`src/rtl/color_mode_sequencer_if.sv`:
```
// Direct mode-select handshake between a requester and the colour mode sequencer.
interface color_mode_sequencer_if;
   logic       sel_req_valid;
   logic [2:0] sel_req_mode;
   logic       sel_req_ready;

   modport master (
      output sel_req_valid,
      output sel_req_mode,
      input  sel_req_ready
   );

   modport slave (
      input  sel_req_valid,
      input  sel_req_mode,
      output sel_req_ready
   );
endinterface

```
`src/rtl/color_mode_sequencer.sv`:
```
// Colour mode sequencer: chooses the mode code for the colour datapath, defers
// every mode change to the next frame start and blanks the output while the
// downstream colour pipeline still holds pixels from the old mode.
module color_mode_sequencer #(
   parameter int NUM_MODES       = 7,
   parameter int FRAMES_PER_MODE = 60,
   parameter int FLUSH_CYCLES    = 3
) (
   input  logic                          clk_in,
   input  logic                          rst_n_in,
   input  logic                          rec_valid,
   input  logic [10:0]                   rec_hcount,
   input  logic [9:0]                    rec_vcount,
   input  logic                          btn_pulse_in,
   input  logic                          auto_en_in,
   color_mode_sequencer_if.slave         sel_req,
   output logic [2:0]                    selector_out,
   output logic                          blank_out,
   output logic                          pending_out,
   output logic                          err_pulse_out
);

   localparam int             FW         = $clog2(FLUSH_CYCLES + 1);
   localparam logic [FW-1:0]  FLUSH_INIT = FW'(FLUSH_CYCLES);
   localparam logic [2:0]     MODE_LAST  = 3'(NUM_MODES - 1);
   localparam logic [7:0]     FRAME_LAST = 8'(FRAMES_PER_MODE - 1);

   typedef enum logic [1:0] {
      HOLD    = 2'd0,
      PENDING = 2'd1,
      FLUSH   = 2'd2
   } state_t;

   state_t        r_state,    w_stateNext;
   logic [2:0]    r_selector, w_selectorNext;
   logic [2:0]    r_nextMode, w_nextModeNext;
   logic [2:0]    w_target;
   logic [FW-1:0] r_flushCnt, w_flushCntNext;
   logic [7:0]    r_frameCnt, w_frameCntNext;
   logic          r_ready,    w_readyNext;
   logic          r_err,      w_errNext;

   logic          w_sof;
   logic          w_dirAccept;
   logic          w_dirLegal;
   logic          w_frameWrap;
   logic          w_autoReq;

   // Next mode in the cycle order, wrapping the last legal code back to zero.
   function automatic logic [2:0] advance(input logic [2:0] m);
      return (m == MODE_LAST) ? 3'd0 : m + 3'd1;
   endfunction

   // Frame start is the first valid beat of row 0, column 0; the stream is
   // otherwise only observed, never forwarded.
   assign w_sof       = rec_valid && (rec_hcount == 11'd0) && (rec_vcount == 10'd0);
   assign w_dirAccept = sel_req.sel_req_valid && r_ready;
   assign w_dirLegal  = (32'(sel_req.sel_req_mode) < NUM_MODES);
   assign w_frameWrap = auto_en_in && (r_frameCnt == FRAME_LAST);
   // The auto request fires on the same frame start that wraps the counter,
   // so it only lands in PENDING and is applied one frame later.
   assign w_autoReq   = w_sof && (r_state == HOLD) && w_frameWrap;
   assign w_readyNext = (w_stateNext != FLUSH);

   assign selector_out          = r_selector;
   assign blank_out             = (r_state == FLUSH);
   assign pending_out           = (r_state == PENDING);
   assign err_pulse_out         = r_err;
   assign sel_req.sel_req_ready = r_ready;

   // State and datapath registers; reset aborts any change in flight at once.
   always_ff @(posedge clk_in or negedge rst_n_in) begin
      if (!rst_n_in) begin
         r_state    <= HOLD;
         r_selector <= 3'd0;
         r_nextMode <= 3'd0;
         r_flushCnt <= '0;
         r_frameCnt <= 8'd0;
         r_ready    <= 1'b0;
         r_err      <= 1'b0;
      end else begin
         r_state    <= w_stateNext;
         r_selector <= w_selectorNext;
         r_nextMode <= w_nextModeNext;
         r_flushCnt <= w_flushCntNext;
         r_frameCnt <= w_frameCntNext;
         r_ready    <= w_readyNext;
         r_err      <= w_errNext;
      end
   end

   // Request arbitration (direct over button over auto), frame counting and
   // the HOLD -> PENDING -> FLUSH -> HOLD progression.
   always_comb begin
      w_stateNext    = r_state;
      w_selectorNext = r_selector;
      w_nextModeNext = r_nextMode;
      w_flushCntNext = r_flushCnt;
      w_frameCntNext = r_frameCnt;
      w_errNext      = 1'b0;
      w_target       = r_nextMode;

      if (!auto_en_in) begin
         w_frameCntNext = 8'd0;
      end else if ((r_state == HOLD) && w_sof) begin
         w_frameCntNext = w_frameWrap ? 8'd0 : r_frameCnt + 8'd1;
      end

      case (r_state)
         HOLD: begin
            if (w_dirAccept) begin
               if (!w_dirLegal) begin
                  w_errNext = 1'b1;
               end else if (sel_req.sel_req_mode != r_selector) begin
                  w_nextModeNext = sel_req.sel_req_mode;
                  w_stateNext    = PENDING;
               end
            end else if (btn_pulse_in || w_autoReq) begin
               w_nextModeNext = advance(r_selector);
               w_stateNext    = PENDING;
            end
         end

         PENDING: begin
            if (w_dirAccept) begin
               if (w_dirLegal) begin
                  w_target = sel_req.sel_req_mode;
               end else begin
                  w_errNext = 1'b1;
               end
            end else if (btn_pulse_in) begin
               w_target = advance(r_nextMode);
            end
            w_nextModeNext = w_target;
            if (w_sof) begin
               w_selectorNext = w_target;
               w_flushCntNext = FLUSH_INIT;
               w_frameCntNext = 8'd0;
               w_stateNext    = FLUSH;
            end
         end

         FLUSH: begin
            w_flushCntNext = r_flushCnt - FW'(1);
            if (r_flushCnt <= FW'(1)) begin
               w_stateNext = HOLD;
            end
         end

         default: begin
            w_stateNext = HOLD;
         end
      endcase
   end

endmodule

```
`src/flat_wrapper.sv`:
```
// flat-port wrapper written by rule: the top's interface ports become plain ports
module color_mode_sequencer_flat 
#(
   parameter int NUM_MODES       = 7,
   parameter int FRAMES_PER_MODE = 60,
   parameter int FLUSH_CYCLES    = 3
)
  (clk_in, rst_n_in, rec_valid, rec_hcount, rec_vcount, btn_pulse_in, auto_en_in, selector_out, blank_out, pending_out, err_pulse_out, sel_req_sel_req_valid, sel_req_sel_req_mode, sel_req_sel_req_ready);
  color_mode_sequencer_if sel_req_i ();
  input  logic clk_in;
  input  logic rst_n_in;
  input  logic rec_valid;
  input  logic [10:0] rec_hcount;
  input  logic [9:0] rec_vcount;
  input  logic btn_pulse_in;
  input  logic auto_en_in;
  output logic [2:0] selector_out;
  output logic blank_out;
  output logic pending_out;
  output logic err_pulse_out;
  input wire logic [$bits(sel_req_i.sel_req_valid)-1:0] sel_req_sel_req_valid;
  input wire logic [$bits(sel_req_i.sel_req_mode)-1:0] sel_req_sel_req_mode;
  output wire logic [$bits(sel_req_i.sel_req_ready)-1:0] sel_req_sel_req_ready;
  assign sel_req_i.sel_req_valid = sel_req_sel_req_valid;
  assign sel_req_i.sel_req_mode = sel_req_sel_req_mode;
  assign sel_req_sel_req_ready = sel_req_i.sel_req_ready;
  color_mode_sequencer #(.NUM_MODES(NUM_MODES), .FRAMES_PER_MODE(FRAMES_PER_MODE), .FLUSH_CYCLES(FLUSH_CYCLES)) u_core (.clk_in(clk_in), .rst_n_in(rst_n_in), .rec_valid(rec_valid), .rec_hcount(rec_hcount), .rec_vcount(rec_vcount), .btn_pulse_in(btn_pulse_in), .auto_en_in(auto_en_in), .sel_req(sel_req_i), .selector_out(selector_out), .blank_out(blank_out), .pending_out(pending_out), .err_pulse_out(err_pulse_out));
endmodule
```
`config.mk`:
```
export PLATFORM = sky130hd
export DESIGN_NAME = color_mode_sequencer_flat
export DESIGN_NICKNAME = d
export VERILOG_FILES = /design/src/rtl/color_mode_sequencer_if.sv /design/src/rtl/color_mode_sequencer.sv /design/src/flat_wrapper.sv
export SDC_FILE = /design/constraint.sdc
export NUM_CORES = 1
export LEC_CHECK = 0
export ABC_AREA = 1
export CORE_ASPECT_RATIO = 0.9
export CORE_MARGIN = 10
export CORE_UTILIZATION = 50
export DETAILED_ROUTE_END_ITERATION = 7
export HOLD_SLACK_MARGIN = 0.12
export PLACE_DENSITY = 0.81
export SLEW_MARGIN = 20
export SYNTH_ARGS = -nofsm -noshare
export SYNTH_HDL_FRONTEND = slang
export SYNTH_SLANG_ARGS = --single-unit
```
`constraint.sdc`:
```
create_clock -name clk_in -period 4.4 [get_ports clk_in]
set_input_delay 0.44 -clock clk_in [delete_from_list [all_inputs] [get_ports clk_in]]
set_output_delay 0.44 -clock clk_in [all_outputs]
set_load 0.05 [all_outputs]
```
==> reports/results.ini <==
[status]
status=finished, final reports clean

[cells_and_area]
seq_area_sq_um=500
nets=294
fillers=276
layout-drive-gt1-share=0.107
multi_input_area_sq_um=827
final_cell_area_sq_um=1940
fin_util=0.695
n_antenna_cell=0
syn2layout_area_growth_pct=30.3

[place]
dp_hpwl_um=3070
place_area_sq_um=1890
gp_congestion=0.906
port_buffers=36
dpl_worst_slack_ns=2.36

[timing]
slew_violations=0
finalHoldViolCount=0
tns_ns=0
relSlewSlack=0.372
setup_ws_ns=2.01
finalSetupViolCount=0
min_period_ns=2.39
grt_setup_unrepaired=no
fmax_ghz=0.419
worst_pin_slew_ns=0.939
fin_crit_sh=0.543
finalClockSkew_ns=0.0165

[detailed_routing]
wl_um=3760
antenna_left=0
wl_per_cell_um=12.5
viasPerCell=5.02
remaining_drc_errors=0
drt_iter0_drc=130
dr.pass1.iters=4
num_vias=1512

[clocking]
cts-htree-levels=1
clk_latency_ns=0.32
holdBufCountCts=0
cts_tree=built
cts_root_buf=clkbuf_4
clk_pin_slew_ns=0.13
cts_resized=0
post-cts-setup-buffers=0
clk_path_buf_depth=2
cts_made_buffers=3
clock_sinks=20

[die]
dieArea_sq_um=5560
die_w_um=77.5
coreArea_sq_um=2790
num_io_pins=37
initial_utilization=0.533
die_h_um=71.8
rows=18

[yosys]
synthArstFlopShare=1.00
netlist_instances=222
yosysTopAreaCell=dfrtp_1
synth_top_area_frac=0.336
synth_area_sq_um=1490
yosysMostFrequentCell=nand2_1
synth_nets=254
synth-edff-count=0
yosys-top-cells-area=dfrtp_1, nand2_1, inv_1, nor2_1, nand3_1
ys_warn_count=0
synthFlopType=dfrtp_1
yosysSeqAreaShare=0.336
ys_ff_latch=20
yosysUniqueCellTypes=28
synthTopCellsByCount=nand2_1, inv_1, nor2_1, dfrtp_1, nand3_1
syn_avg_cell_area_sq_um=6.71

[power_and_ir_drop]
cellPowerDensity_nw_per_um2=218
max-vdd-ir-drop_v=0.000232
power.leakage_nw=0.901

[global_routing]
antenna_found_initial=0
overflow=0
grt_usage=0.139
grt_pass1_vias=1411
grt_pass1_wl_um=6470
grt_max_degree=21

[hold_path]
hold_path_class=reg2reg

[worst_setup_path]
cp-end-kind=output pin
path_class=reg2out
crit_path_start_kind=flip-flop
path_max_fanout=5
critPathRequiredTime_ns=3.96
cp.arrival_ns=1.95

[run]
maxCapViolCount=0

-- final timing paths --
check	start	to	slack (ns)	cells after the start
worst min-delay path	u_core.r_flushCnt[0]	u_core.r_flushCnt[0]	0.49	1
worst min register to register	u_core.r_flushCnt[0]	u_core.r_flushCnt[0]	0.49	1
min in group asynchronous	rst_n_in	u_core.r_state[0]	0.63	1
max in group asynchronous	rst_n_in	u_core.sel_req.sel_req_ready	3.19	1
worst max-delay path	u_core.r_state[1]	blank_out	2.01	3
worst max register to register	u_core.r_frameCnt[0]	u_core.r_nextMode[2]	2.78	10
-- cell usage in the layout (no fill, tap or decap), drive strengths merged --
master / n
a21oi: 9
a31oi: 1
a32oi: 1
bufinv: 1
clkbuf: 3
clkdlybuf4s50: 36
dfrtp: 20
ha: 2
inv: 40
nand2: 57
nand3: 16
nand3b: 1
nand4: 9
nor2: 36
nor3: 8
nor3b: 3
o211ai: 1
o21ai: 11
o22ai: 3
o31ai: 1
xnor2: 1
xor2: 1
-- per-stage QoR --
stage          hold slack [ns]  std cells  power, W
6_report                 0.489        301  0.000423
5_1_grt                  0.516        301  0.000443
4_1_cts                  0.492        301  0.000426
3_5_place_dp             0.473        297  0.000271
3_3_place_gp             0.474        297  0.000270
2_1_floorplan            0.144        222  0.000230
-- worst max-delay path: stages, from the launching register on --
cell and delay (ns):
dfrtp_1 0.49, inv_1 0.06, nor2_1 0.21, clkdlybuf4s50_1 0.86
-- power breakdown --
part / total, W / internal [W] / switching (W)
clock: 0.000155 / 0.0000921 / 0.0000627
combinational: 0.0000755 / 0.0000377 / 0.0000378
sequential: 0.000192 / 0.000188 / 0.00000461
-- flip-flops by register name (all words and copies together), names as in the netlist --
register	count
u_core.err_pulse_out	1
u_core.r_flushCnt	2
u_core.r_frameCnt	8
u_core.r_nextMode	3
u_core.r_state	2
u_core.sel_req.sel_req_ready	1
u_core.selector_out	3
-- metal layers --
metal  GRT usage  up-vias  routed length, um
li1            -      787                  -
met1       0.190      675               1940
met2       0.214       46               1590
met3      0.0337        4                196
met4      0.0304        0                 28
met5           0        -                  0
-- cell type report --
cell class                      instances  share of cell area
Timing Repair Buffer                   36               0.186
Multi-Input combinational cell        161               0.426
Tap cell                               40              0.0258
Clock buffer                            3              0.0116
Sequential cell                        20               0.258
Clock inverter                          1              0.0155
Inverter                               40              0.0774
-- cells by family after synthesis --
| logic type | share of synthesized area |
|---|---|
| xor gates and xnor gates | 0.0118 |
| adders and majority gates | 0.0168 |
| and+or+nand+nor | 0.427 |
| DFF | 0.336 |
| AOI/OAI and AO/OA | 0.100 |
| buffers and inverters | 0.108 |
(Power assumes the default switching activity.)
